**src/rtl/alu_stage_pkg.sv**
```systemverilog
// Shared encodings for the ALU result stage: branch kinds, squash FSM states,
// ALU control opcodes and the branch-taken rule.
package alu_stage_pkg;

   typedef enum logic [1:0] {
      BR_NONE = 2'b00,
      BR_B    = 2'b01,
      BR_CBZ  = 2'b10,
      BR_CBNZ = 2'b11
   } br_kind_e;

   typedef enum logic {
      ST_RUN    = 1'b0,
      ST_SQUASH = 1'b1
   } stage_state_e;

   localparam logic [3:0] ALU_AND   = 4'b0000;
   localparam logic [3:0] ALU_ORR   = 4'b0001;
   localparam logic [3:0] ALU_ADD   = 4'b0010;
   localparam logic [3:0] ALU_SUB   = 4'b0110;
   localparam logic [3:0] ALU_PASSB = 4'b0111;

   function automatic logic br_taken(input br_kind_e kind, input logic zero);
      logic taken;
      case (kind)
         BR_B:    taken = 1'b1;
         BR_CBZ:  taken = zero;
         BR_CBNZ: taken = ~zero;
         default: taken = 1'b0;
      endcase
      return taken;
   endfunction

endpackage

```
**src/rtl/alu_result_stage_if.sv**
```systemverilog
// Upstream result bus, downstream MEM/WB bus, fetch redirect and retire count
// of the ALU result stage. The stage takes the slave view.
interface alu_result_stage_if #(
   parameter int DATA_W = 64,
   parameter int PC_W   = 64,
   parameter int REG_AW = 5,
   parameter int CNT_W  = 32
);
   logic              in_valid;
   logic              in_ready;
   logic [DATA_W-1:0] in_BusW;
   logic [PC_W-1:0]   in_PC;
   logic [PC_W-1:0]   in_BrOffset;
   logic [1:0]        in_BrKind;
   logic [REG_AW-1:0] in_Rd;
   logic              in_RegWrite;
   logic              out_valid;
   logic              out_ready;
   logic [DATA_W-1:0] out_BusW;
   logic [REG_AW-1:0] out_Rd;
   logic              out_RegWrite;
   logic              redirect_valid;
   logic [PC_W-1:0]   redirect_PC;
   logic [CNT_W-1:0]  retired_cnt;

   modport slave (
      input  in_valid, in_BusW, in_PC, in_BrOffset, in_BrKind, in_Rd, in_RegWrite, out_ready,
      output in_ready, out_valid, out_BusW, out_Rd, out_RegWrite,
      output redirect_valid, redirect_PC, retired_cnt
   );

   modport master (
      output in_valid, in_BusW, in_PC, in_BrOffset, in_BrKind, in_Rd, in_RegWrite, out_ready,
      input  in_ready, out_valid, out_BusW, out_Rd, out_RegWrite,
      input  redirect_valid, redirect_PC, retired_cnt
   );
endinterface

```
**src/rtl/skid_fifo2.sv**
```systemverilog
// Two-entry valid/ready buffer. o_ready depends only on the stored count, so
// there is no combinational path from i_ready to o_ready.
module skid_fifo2 #(
   parameter int W = 70
) (
   input  logic         i_clk,
   input  logic         i_rst_n,
   input  logic         i_valid,
   output logic         o_ready,
   input  logic [W-1:0] i_data,
   output logic         o_valid,
   input  logic         i_ready,
   output logic [W-1:0] o_data
);
   logic       r_wr_ptr;
   logic       r_rd_ptr;
   logic [1:0] r_count;
   logic       w_push;
   logic       w_pop;

   assign o_ready = (r_count != 2'd2);
   assign o_valid = (r_count != 2'd0);
   assign w_push  = i_valid & o_ready;
   assign w_pop   = o_valid & i_ready;

   genvar gi;
   generate
      for (gi = 0; gi < 2; gi++) begin : g_entry
         logic [W-1:0] r_data;
         always_ff @(posedge i_clk or negedge i_rst_n) begin
            if (!i_rst_n)
               r_data <= '0;
            else if (w_push && (r_wr_ptr == 1'(gi)))
               r_data <= i_data;
         end
      end
   endgenerate

   assign o_data = r_rd_ptr ? g_entry[1].r_data : g_entry[0].r_data;

   always_ff @(posedge i_clk or negedge i_rst_n) begin
      if (!i_rst_n) begin
         r_wr_ptr <= 1'b0;
         r_rd_ptr <= 1'b0;
         r_count  <= 2'd0;
      end else begin
         if (w_push) r_wr_ptr <= ~r_wr_ptr;
         if (w_pop)  r_rd_ptr <= ~r_rd_ptr;
         case ({w_push, w_pop})
            2'b10:   r_count <= r_count + 2'd1;
            2'b01:   r_count <= r_count - 2'd1;
            default: r_count <= r_count;
         endcase
      end
   end
endmodule

```
**src/rtl/alu_result_stage.sv**
```systemverilog
// ALU result stage: resolves B/CBZ/CBNZ, redirects fetch, squashes wrong-path
// results and buffers survivors toward MEM/WB.
module alu_result_stage
   import alu_stage_pkg::*;
#(
   parameter int DATA_W   = 64,
   parameter int PC_W     = 64,
   parameter int REG_AW   = 5,
   parameter int SQUASH_N = 2,
   parameter int CNT_W    = 32
) (
   input logic               Clk,
   input logic               Reset_L,
   alu_result_stage_if.slave bus
);
   localparam int         ENT_W   = DATA_W + REG_AW + 1;
   localparam logic [2:0] SQ_INIT = 3'(SQUASH_N);

   stage_state_e      r_state;
   stage_state_e      w_state_next;
   logic [2:0]        r_squash_cnt;
   logic [2:0]        w_squash_next;
   logic              w_redirect_next;
   logic              r_redirect_valid;
   logic [PC_W-1:0]   r_redirect_pc;
   logic [CNT_W-1:0]  r_retired_cnt;
   logic              w_fifo_ready;
   logic              w_fifo_valid;
   logic              w_accept;
   logic              w_taken;
   logic [PC_W-1:0]   w_target;
   br_kind_e          w_kind;
   logic [ENT_W-1:0]  w_in_entry;
   logic [ENT_W-1:0]  w_out_entry;

   assign w_kind     = br_kind_e'(bus.in_BrKind);
   assign w_accept   = bus.in_valid & w_fifo_ready;
   assign w_taken    = br_taken(w_kind, bus.in_BusW == '0);
   assign w_target   = bus.in_PC + bus.in_BrOffset;
   // Branches never write a register, taken or not.
   assign w_in_entry = {bus.in_BusW, bus.in_Rd, bus.in_RegWrite & (w_kind == BR_NONE)};

   skid_fifo2 #(.W(ENT_W)) u_fifo (
      .i_clk   (Clk),
      .i_rst_n (Reset_L),
      .i_valid (bus.in_valid & (r_state == ST_RUN)),
      .o_ready (w_fifo_ready),
      .i_data  (w_in_entry),
      .o_valid (w_fifo_valid),
      .i_ready (bus.out_ready),
      .o_data  (w_out_entry)
   );

   always_comb begin
      w_state_next    = r_state;
      w_squash_next   = r_squash_cnt;
      w_redirect_next = 1'b0;
      case (r_state)
         ST_RUN: begin
            if (w_accept && w_taken) begin
               w_state_next    = ST_SQUASH;
               w_squash_next   = SQ_INIT;
               w_redirect_next = 1'b1;
            end
         end
         ST_SQUASH: begin
            if (w_accept) begin
               w_squash_next = r_squash_cnt - 3'd1;
               if (r_squash_cnt == 3'd1) w_state_next = ST_RUN;
            end
         end
         default: w_state_next = ST_RUN;
      endcase
   end

   always_ff @(posedge Clk or negedge Reset_L) begin
      if (!Reset_L) begin
         r_state          <= ST_RUN;
         r_squash_cnt     <= 3'd0;
         r_redirect_valid <= 1'b0;
         r_redirect_pc    <= '0;
         r_retired_cnt    <= '0;
      end else begin
         r_state          <= w_state_next;
         r_squash_cnt     <= w_squash_next;
         r_redirect_valid <= w_redirect_next;
         if (w_redirect_next) r_redirect_pc <= w_target;
         if (w_fifo_valid && bus.out_ready) r_retired_cnt <= r_retired_cnt + CNT_W'(1);
      end
   end

   assign bus.in_ready       = w_fifo_ready;
   assign bus.out_valid      = w_fifo_valid;
   assign {bus.out_BusW, bus.out_Rd, bus.out_RegWrite} = w_out_entry;
   assign bus.redirect_valid = r_redirect_valid;
   assign bus.redirect_PC    = r_redirect_pc;
   assign bus.retired_cnt    = r_retired_cnt;
endmodule

```
**src/flat_wrapper.sv**
```systemverilog
// flat-port wrapper written by rule: the top's interface ports become plain ports
module alu_result_stage_flat import alu_stage_pkg::*;
#(
   parameter int DATA_W   = 64,
   parameter int PC_W     = 64,
   parameter int REG_AW   = 5,
   parameter int SQUASH_N = 2,
   parameter int CNT_W    = 32
)
  (Clk, Reset_L, bus_in_valid, bus_in_BusW, bus_in_PC, bus_in_BrOffset, bus_in_BrKind, bus_in_Rd, bus_in_RegWrite, bus_out_ready, bus_in_ready, bus_out_valid, bus_out_BusW, bus_out_Rd, bus_out_RegWrite, bus_redirect_valid, bus_redirect_PC, bus_retired_cnt);
  alu_result_stage_if #(.DATA_W(DATA_W), .PC_W(PC_W), .REG_AW(REG_AW), .CNT_W(CNT_W)) bus_i ();
  input logic Clk;
  input logic Reset_L;
  input wire logic [$bits(bus_i.in_valid)-1:0] bus_in_valid;
  input wire logic [$bits(bus_i.in_BusW)-1:0] bus_in_BusW;
  input wire logic [$bits(bus_i.in_PC)-1:0] bus_in_PC;
  input wire logic [$bits(bus_i.in_BrOffset)-1:0] bus_in_BrOffset;
  input wire logic [$bits(bus_i.in_BrKind)-1:0] bus_in_BrKind;
  input wire logic [$bits(bus_i.in_Rd)-1:0] bus_in_Rd;
  input wire logic [$bits(bus_i.in_RegWrite)-1:0] bus_in_RegWrite;
  input wire logic [$bits(bus_i.out_ready)-1:0] bus_out_ready;
  output wire logic [$bits(bus_i.in_ready)-1:0] bus_in_ready;
  output wire logic [$bits(bus_i.out_valid)-1:0] bus_out_valid;
  output wire logic [$bits(bus_i.out_BusW)-1:0] bus_out_BusW;
  output wire logic [$bits(bus_i.out_Rd)-1:0] bus_out_Rd;
  output wire logic [$bits(bus_i.out_RegWrite)-1:0] bus_out_RegWrite;
  output wire logic [$bits(bus_i.redirect_valid)-1:0] bus_redirect_valid;
  output wire logic [$bits(bus_i.redirect_PC)-1:0] bus_redirect_PC;
  output wire logic [$bits(bus_i.retired_cnt)-1:0] bus_retired_cnt;
  assign bus_i.in_valid = bus_in_valid;
  assign bus_i.in_BusW = bus_in_BusW;
  assign bus_i.in_PC = bus_in_PC;
  assign bus_i.in_BrOffset = bus_in_BrOffset;
  assign bus_i.in_BrKind = bus_in_BrKind;
  assign bus_i.in_Rd = bus_in_Rd;
  assign bus_i.in_RegWrite = bus_in_RegWrite;
  assign bus_i.out_ready = bus_out_ready;
  assign bus_in_ready = bus_i.in_ready;
  assign bus_out_valid = bus_i.out_valid;
  assign bus_out_BusW = bus_i.out_BusW;
  assign bus_out_Rd = bus_i.out_Rd;
  assign bus_out_RegWrite = bus_i.out_RegWrite;
  assign bus_redirect_valid = bus_i.redirect_valid;
  assign bus_redirect_PC = bus_i.redirect_PC;
  assign bus_retired_cnt = bus_i.retired_cnt;
  alu_result_stage #(.DATA_W(DATA_W), .PC_W(PC_W), .REG_AW(REG_AW), .SQUASH_N(SQUASH_N), .CNT_W(CNT_W)) u_core (.Clk(Clk), .Reset_L(Reset_L), .bus(bus_i));
endmodule
```
**config.mk**
```make
export PLATFORM = sky130hd
export DESIGN_NAME = alu_result_stage_flat
export DESIGN_NICKNAME = d
export VERILOG_FILES = /design/src/rtl/alu_stage_pkg.sv /design/src/rtl/alu_result_stage_if.sv /design/src/rtl/skid_fifo2.sv /design/src/rtl/alu_result_stage.sv /design/src/flat_wrapper.sv
export SDC_FILE = /design/constraint.sdc
export NUM_CORES = 1
export LEC_CHECK = 0
export ABC_AREA = 1
export BUFFER_PORTS_ARGS = -buffer_cell sky130_fd_sc_hd__buf_2
export CAP_MARGIN = 20
export CORE_UTILIZATION = 55
export CTS_CLUSTER_SIZE = 16
export DETAILED_ROUTE_END_ITERATION = 10
export PLACE_DENSITY = 0.87
export SLEW_MARGIN = 20
export SYNTH_ARGS = -nofsm -noshare
export SYNTH_HDL_FRONTEND = slang
export SYNTH_SLANG_ARGS = --single-unit
```
**constraint.sdc**
```tcl
create_clock -name Clk -period 2.6 [get_ports Clk]
set_input_delay 0.65 -clock Clk [delete_from_list [all_inputs] [get_ports Clk]]
set_output_delay 0.65 -clock Clk [all_outputs]
set_load 0.01 [all_outputs]
```
After elaboration in Yosys (flattened, before gate mapping)
Index checks and enable logic that the tools add are counted.

cells by class
  muxes and demuxes = 11
  equality and inequality tests = 9
  add/sub/neg operators = 5
  reduce and logical (&&, ||, !) cells = 9
  bitwise gates (word level) = 9

operators with widths
  kind                     number
  $mux W70                 1
  $add A64 B64 Y64         1
  $logic_not A64 Y1        1
  $add A32 B1 Y32 const B  1
  $eq A2 B2 Y1 const B     3
  $mux W3                  2
  $ne A2 B2 Y1 const B     3
  $pmux W3 S2              1
  $and A1 B1 Y1            5
  $eq A2 B1 Y1 const B     2
  $logic_and A1 B1 Y1      4
  $mux W1                  4
  $not A1 Y1               4
  $pmux W2 S2              1
  $reduce_bool A2 Y1       2
  $eq A3 B1 Y1 const B     1
  $pmux W1 S3              1
  $sub A3 B1 Y3 const B    1
  $add A2 B1 Y2 const B    1
  $logic_not A2 Y1         1
  $pmux W1 S2              1
  $reduce_and A2 Y1        1
  $sub A2 B1 Y2 const B    1

word-level totals
  output and inout port bits = 169
  word-level logic and storage cells = 53
  flip-flop bits (word level) = 245
  bits of input ports = 204

Logic depth before layout (Yosys ltp)
  depth in word-level cells = 6
  gate-level depth with buffers = 16
  mapped depth without buffers = 16

By module
A second synthesis with hierarchy kept.

second synthesis, totals
  cells, all modules = 2,612
  area, all modules = 16,958.8 um^2

by module, submodules not included
  module            sequential area each (um^2)  instances  area each (um^2)  cells each
  alu_result_stage  2,527.4                      1          10,100.9          1,737
  skid_fifo2        3,603.5                      1          6,857.8           875

Worst setup path after synthesis
No wires, ideal clock.

  path type = input to register
  from = input bus_in_BrOffset[0]
  to = register u_core.r_redirect_pc[60], in the netlist u_core.bus.redirect_PC[60]
  library setup time = 0.117 ns
  required time = 2.483 ns
  data arrival time = 2.186 ns
  path buffers = 0
  stages on the path = 14
  setup slack = 0.296 ns
  cell sequence = ha_1 -> fa_1 -> nand3_1 -> nand3_1 -> nand2_1 -> nand2_1 -> nand2_1 -> nand2_1 -> nand2_1 -> nand2_1 -> nand2_1 -> nand3_1 -> nand3_1 -> nand2_1

between the ends
  cells in the longest elaborated chain, start to end = 1

RTL lines
  element               RTL line                source
  start, declared       flat_wrapper.sv:17      input wire logic [$bits(bus_i.in_BrOffset)-1:0] bus_in_BrOffset;
  $add A64 B64 Y64      alu_result_stage.sv:39  assign w_target = bus.in_PC + bus.in_BrOffset;
  end signal, assigned  alu_result_stage.sv:87  if (w_redirect_next) r_redirect_pc <= w_target;
  end, declared         alu_result_stage.sv:25  logic [PC_W-1:0] r_redirect_pc;

No other way between the ends.
A chain may end at the register's enable or synchronous reset.

Final worst setup path
  from = register u_core.u_fifo.r_rd_ptr
  to = output bus_out_RegWrite

between the ends
  cells in the longest elaborated chain, start to end = 1

RTL lines
  element                 RTL line            source
  start, declared         skid_fifo2.sv:16    logic r_rd_ptr;
  start signal, assigned  skid_fifo2.sv:48    if (w_pop) r_rd_ptr <= ~r_rd_ptr;
  $mux W70                skid_fifo2.sv:39    assign o_data = r_rd_ptr ? g_entry[1].r_data : g_entry[0].r_data;
  end, declared           flat_wrapper.sv:26  output wire logic [$bits(bus_i.out_RegWrite)-1:0] bus_out_RegWrite;

No other way between the ends.

==> Implementation_results.wiki <==
{| class="wikitable"
! Metric !! Value
|-
| Maximum clock frequency || just under 0.4 GHz
|-
| Area Growth Syn to Fin || 21.7%
|-
| Post-synthesis share of cell area spent on xor and xnor gates || 0.0359
|-
| Final count of hold timing violations || 0
|-
| H-tree Lvls || 1
|-
| CTS clock-pin slew for the worst setup and hold paths || about 0.060 ns
|-
| Post-DR vias/cell || 5.20
|-
| Mapped cell area || 16300 µm²
|-
| Startpoint of the lowest-slack register-to-register path || u_core.u_fifo.r_count[0]
|-
| Clock Power Share || 0.225
|-
| Antenna violations before repair || 2
|-
| Vias || ~17000
|-
| Required time worst endpoint || approximately 2.0 ns
|-
| Post-synthesis average cell area || ~6.5 µm²
|-
| Endpoint of the worst register-to-register path || u_core.u_fifo.g_entry[0].r_data[42]
|-
| Category of cells accounting for the largest share of critical-path delay || flip-flops
|-
| Final Max Tran Viols || 0
|-
| Routability Congestion || 1.01
|-
| Switching power share of the total || 0.406
|-
| Die X || 174 µm
|-
| Register-to-register path setup slack || about 0.51 ns
|-
| Count of flip-flops with a built-in enable after synthesis || 0
|-
| Routed len/inst || approximately 16 µm
|-
| Non-filler instance count after layout || between 3000 and 4000
|-
| Count of routing violations after the opening detailed-route iteration || 1433
|-
| Simple-Gate Fraction of Synth Area || 0.355
|-
| Total wirelength of the detailed-routed design || about 52000 µm
|-
| Ratio of final minimum period to clock period || 0.993
|-
| # setup viols final || 0
|-
| Ratio of cells with drive above 1 in the final layout || 0.173
|-
| Buffer count from post-CTS setup fixing || 0
|-
| Global-route total usage across every layer || 0.341
|-
| Max incr delay on CP || around 0.50 ns
|-
| Row count || 62
|-
| Number of global-route vias before repair || approximately 16000
|-
| Number of buffers on the longest clock path || 3
|-
| Worst supply voltage drop on vdd || between 600 and 700 µV
|-
| Kind of launch point of the worst setup path || flip-flop
|-
| Clock tree from TritonCTS || done
|-
| Post-route setup TNS || 0 ns
|-
| Top-level I/O count || about 370
|-
| CTS root buffer || clkbuf_16
|-
| DP HPWL || just over 40000 µm
|-
| Yosys warnings || 0
|-
| Clock insertion delay at the later pin of the skew report || ~0.53 ns
|-
| Largest family of logic cells by synthesized area || simple AND/OR/NAND/NOR gates
|-
| Most used flip-flop cell after synthesis || dfrtp_1
|-
| Hold bufs inserted after CTS || 0
|-
| Wire length of the first global-routing pass || 82600 µm
|-
| Startpoint-to-endpoint class of the critical path || flip-flop to output pin
|-
| Synth Net Count || roughly 2800
|-
| Worst Reg-to-Reg Cells || 10
|-
| Headroom to the max-slew limit || 0.545
|-
| Cts repair resizes || 0
|-
| CTS Sinks || roughly 250
|-
| Reported max-cap violation count || 0
|-
| Complex-gate fraction of the synthesized area || 0.0693
|-
| Net switching power || ~0.0071 W
|-
| Measured slew at the worst slew-check pin || just under 0.7 ns
|-
| Synth top area share || 0.376
|-
| Internal Power || ~0.010 W
|-
| Worst path arrival time || 1.93 ns
|-
| Share of power burned in combinational logic || 0.411
|-
| Area of the core || between 20000 and 30000 µm²
|-
| Highest fanout seen on the critical path || 16
|-
| Final net count || 3155
|-
| Number of buffer and inverter instances along the worst setup path || 2
|-
| Hold/Removal Path Class || input port to asynchronous set/reset pin
|-
| Number of iterations in the first detailed-routing pass || 8
|-
| Worst Setup End Kind || output pin
|-
| Synthesis-stage register bit count || ~250
|-
| Remaining antenna violation count after routing || 0
|-
| DIE HEIGHT || approximately 170 µm
|-
| Sequential-to-total area share from yosys stat || 0.376
|-
| Static leakage || between 10 and 15 nW
|-
| Cell Chain, Critical Path || buf_4, o21ai_0, buf_2
|-
| Synthesized instance count || approximately 2500
|-
| Area enclosed by the die boundary || about 30000 µm²
|-
| Number of clock buffers inserted by TritonCTS || 27
|-
| Input/output buffers || roughly 370
|-
| Slowest-stage cell, CP || dfrtp_2
|-
| Ratio of total power to cell area || approximately 880 nW/µm²
|-
| Final Instance Area || 19800 µm²
|-
| Share of synthesized flip-flops with an asynchronous set or reset || 1.00
|-
| Final Power || ~0.017 W
|-
| Multiplexer share of the synthesized area || 0
|-
| Top cells by area in the synthesized netlist || dfrtp_1 (38%), nand2_1 (25%), inv_1 (9.3%)
|-
| Pin count of the biggest net entering global routing || 129
|-
| Tmin final || 2.58 ns
|-
| Synth area leader || dfrtp_1
|-
| Number of distinct library cell variants in the gate-level netlist after synthesis || 40
|-
| Post-route DRC violation count || 0
|-
| Effective utilization at floorplan || 0.563
|-
| Worst Skew || 0.0159 ns
|-
| Setup repair after global routing missed its margin || false
|-
| Post-synthesis adder-cell area fraction || 0.0527
|-
| Number of instances in the placed design || 3238
|-
| Status || completed
|-
| Final cell utilization of the core || 0.685
|-
| Part of the total power dissipated in sequential elements || 0.365
|-
| Cell area reported after detailed placement || 18900 µm²
|-
| Overflow left after global routing || 0
|}
==> cell usage in the layout, fill, tap and decap left out, drive strengths merged, types with 28 or more instances in the layout <==
| master | count |
|---|---|
| nor3 | 28 |
| a21oi | 42 |
| dfrtp | 245 |
| buf | 423 |
| ha | 67 |
| xnor2 | 45 |
| inv | 411 |
| clkbuf | 38 |
| nand2 | 1099 |
| nand3 | 99 |
| o21ai | 176 |
| nor2 | 153 |
==> worst max-delay path by stage <==
stage	start	endpoint	cells past startpoint
6_report	u_core.u_fifo.r_rd_ptr	bus_out_RegWrite	3
4_1_cts	u_core.u_fifo.r_rd_ptr	bus_out_RegWrite	3
2_1_floorplan	bus_in_BrOffset[0]	u_core.bus.redirect_PC[60]	14
3_5_place_dp	bus_in_PC[23]	u_core.bus.redirect_PC[57]	13
5_1_grt	u_core.u_fifo.r_rd_ptr	bus_out_RegWrite	3
3_3_place_gp	bus_in_PC[23]	u_core.bus.redirect_PC[57]	13
==> synthesized netlist by cell type (4+ instances only) <==
cell type / instances
nor2_1: 144
ha_1: 67
xor2_1: 21
nor2_4: 5
a21oi_1: 42
nand2_2: 4
nand2_1: 1093
nor3_1: 23
inv_1: 403
dfrtp_1: 245
o21ai_0: 155
nand3b_1: 10
clkbuf_1: 34
buf_2: 16
nand4_1: 24
inv_2: 7
xnor2_1: 44
o21ai_1: 21
nand3_1: 94
==> cell families after synthesis <==
group | after synthesis
buffers and inverters | 468
DFF | 245
AOI/OAI and AO/OA | 223
xor gates and xnor gates | 66
and+or+nand+nor | 1419
adders and majority gates | 68
==> power groups by stage <==
stage          Sequential (W)  Combinational (W)  Clock (W)
6_report              0.00637            0.00717    0.00392
3_3_place_gp          0.00631            0.00687          0
3_5_place_dp          0.00636            0.00709          0
2_1_floorplan         0.00636            0.00405          0
5_1_grt               0.00654            0.00796    0.00412
4_1_cts               0.00633            0.00715    0.00397
==> routing by layer <==
layer  global-route usage  vias to the layer above  wire length [µm]
met2                0.571                      764             24200
met3               0.0413                      126              3780
met4                0.130                        2              2030
met5                    0                        -                12
li1                     -                     8346                 -
met1                0.452                     7849             21800
==> registers in the layout, indices dropped and copies added (netlist names), 2 cells and up <==
register and flops:
u_core.u_fifo.r_count 2, u_core.r_squash_cnt 3, u_core.bus.redirect_PC 64, u_core.bus.retired_cnt 32
u_core.u_fifo.g_entry.r_data 140
==> cell type report <==
class / count / area (µm²)
fillers: 2519 / 9110
multi-input cells: 1776 / 8370
flip-flops and latches: 245 / 6130
repair buffers: 423 / 2390
inverters: 410 / 1540
clock buffers: 38 / 757
well taps: 384 / 480
clock inverters: 10 / 144
diodes: 1 / 2.50
==> metrics by stage <==
stage / worst slack, ns / hold slack (ns)
finish: 0.0175 / 0.104
global route: 0.00270 / 0.154
CTS: 0.0109 / 0.151
detailed placement: -0.0783 / 0.455
global placement: -0.0533 / 0.455
floorplan: 0.296 / 0.354
Power figures use the tool's default switching activity.
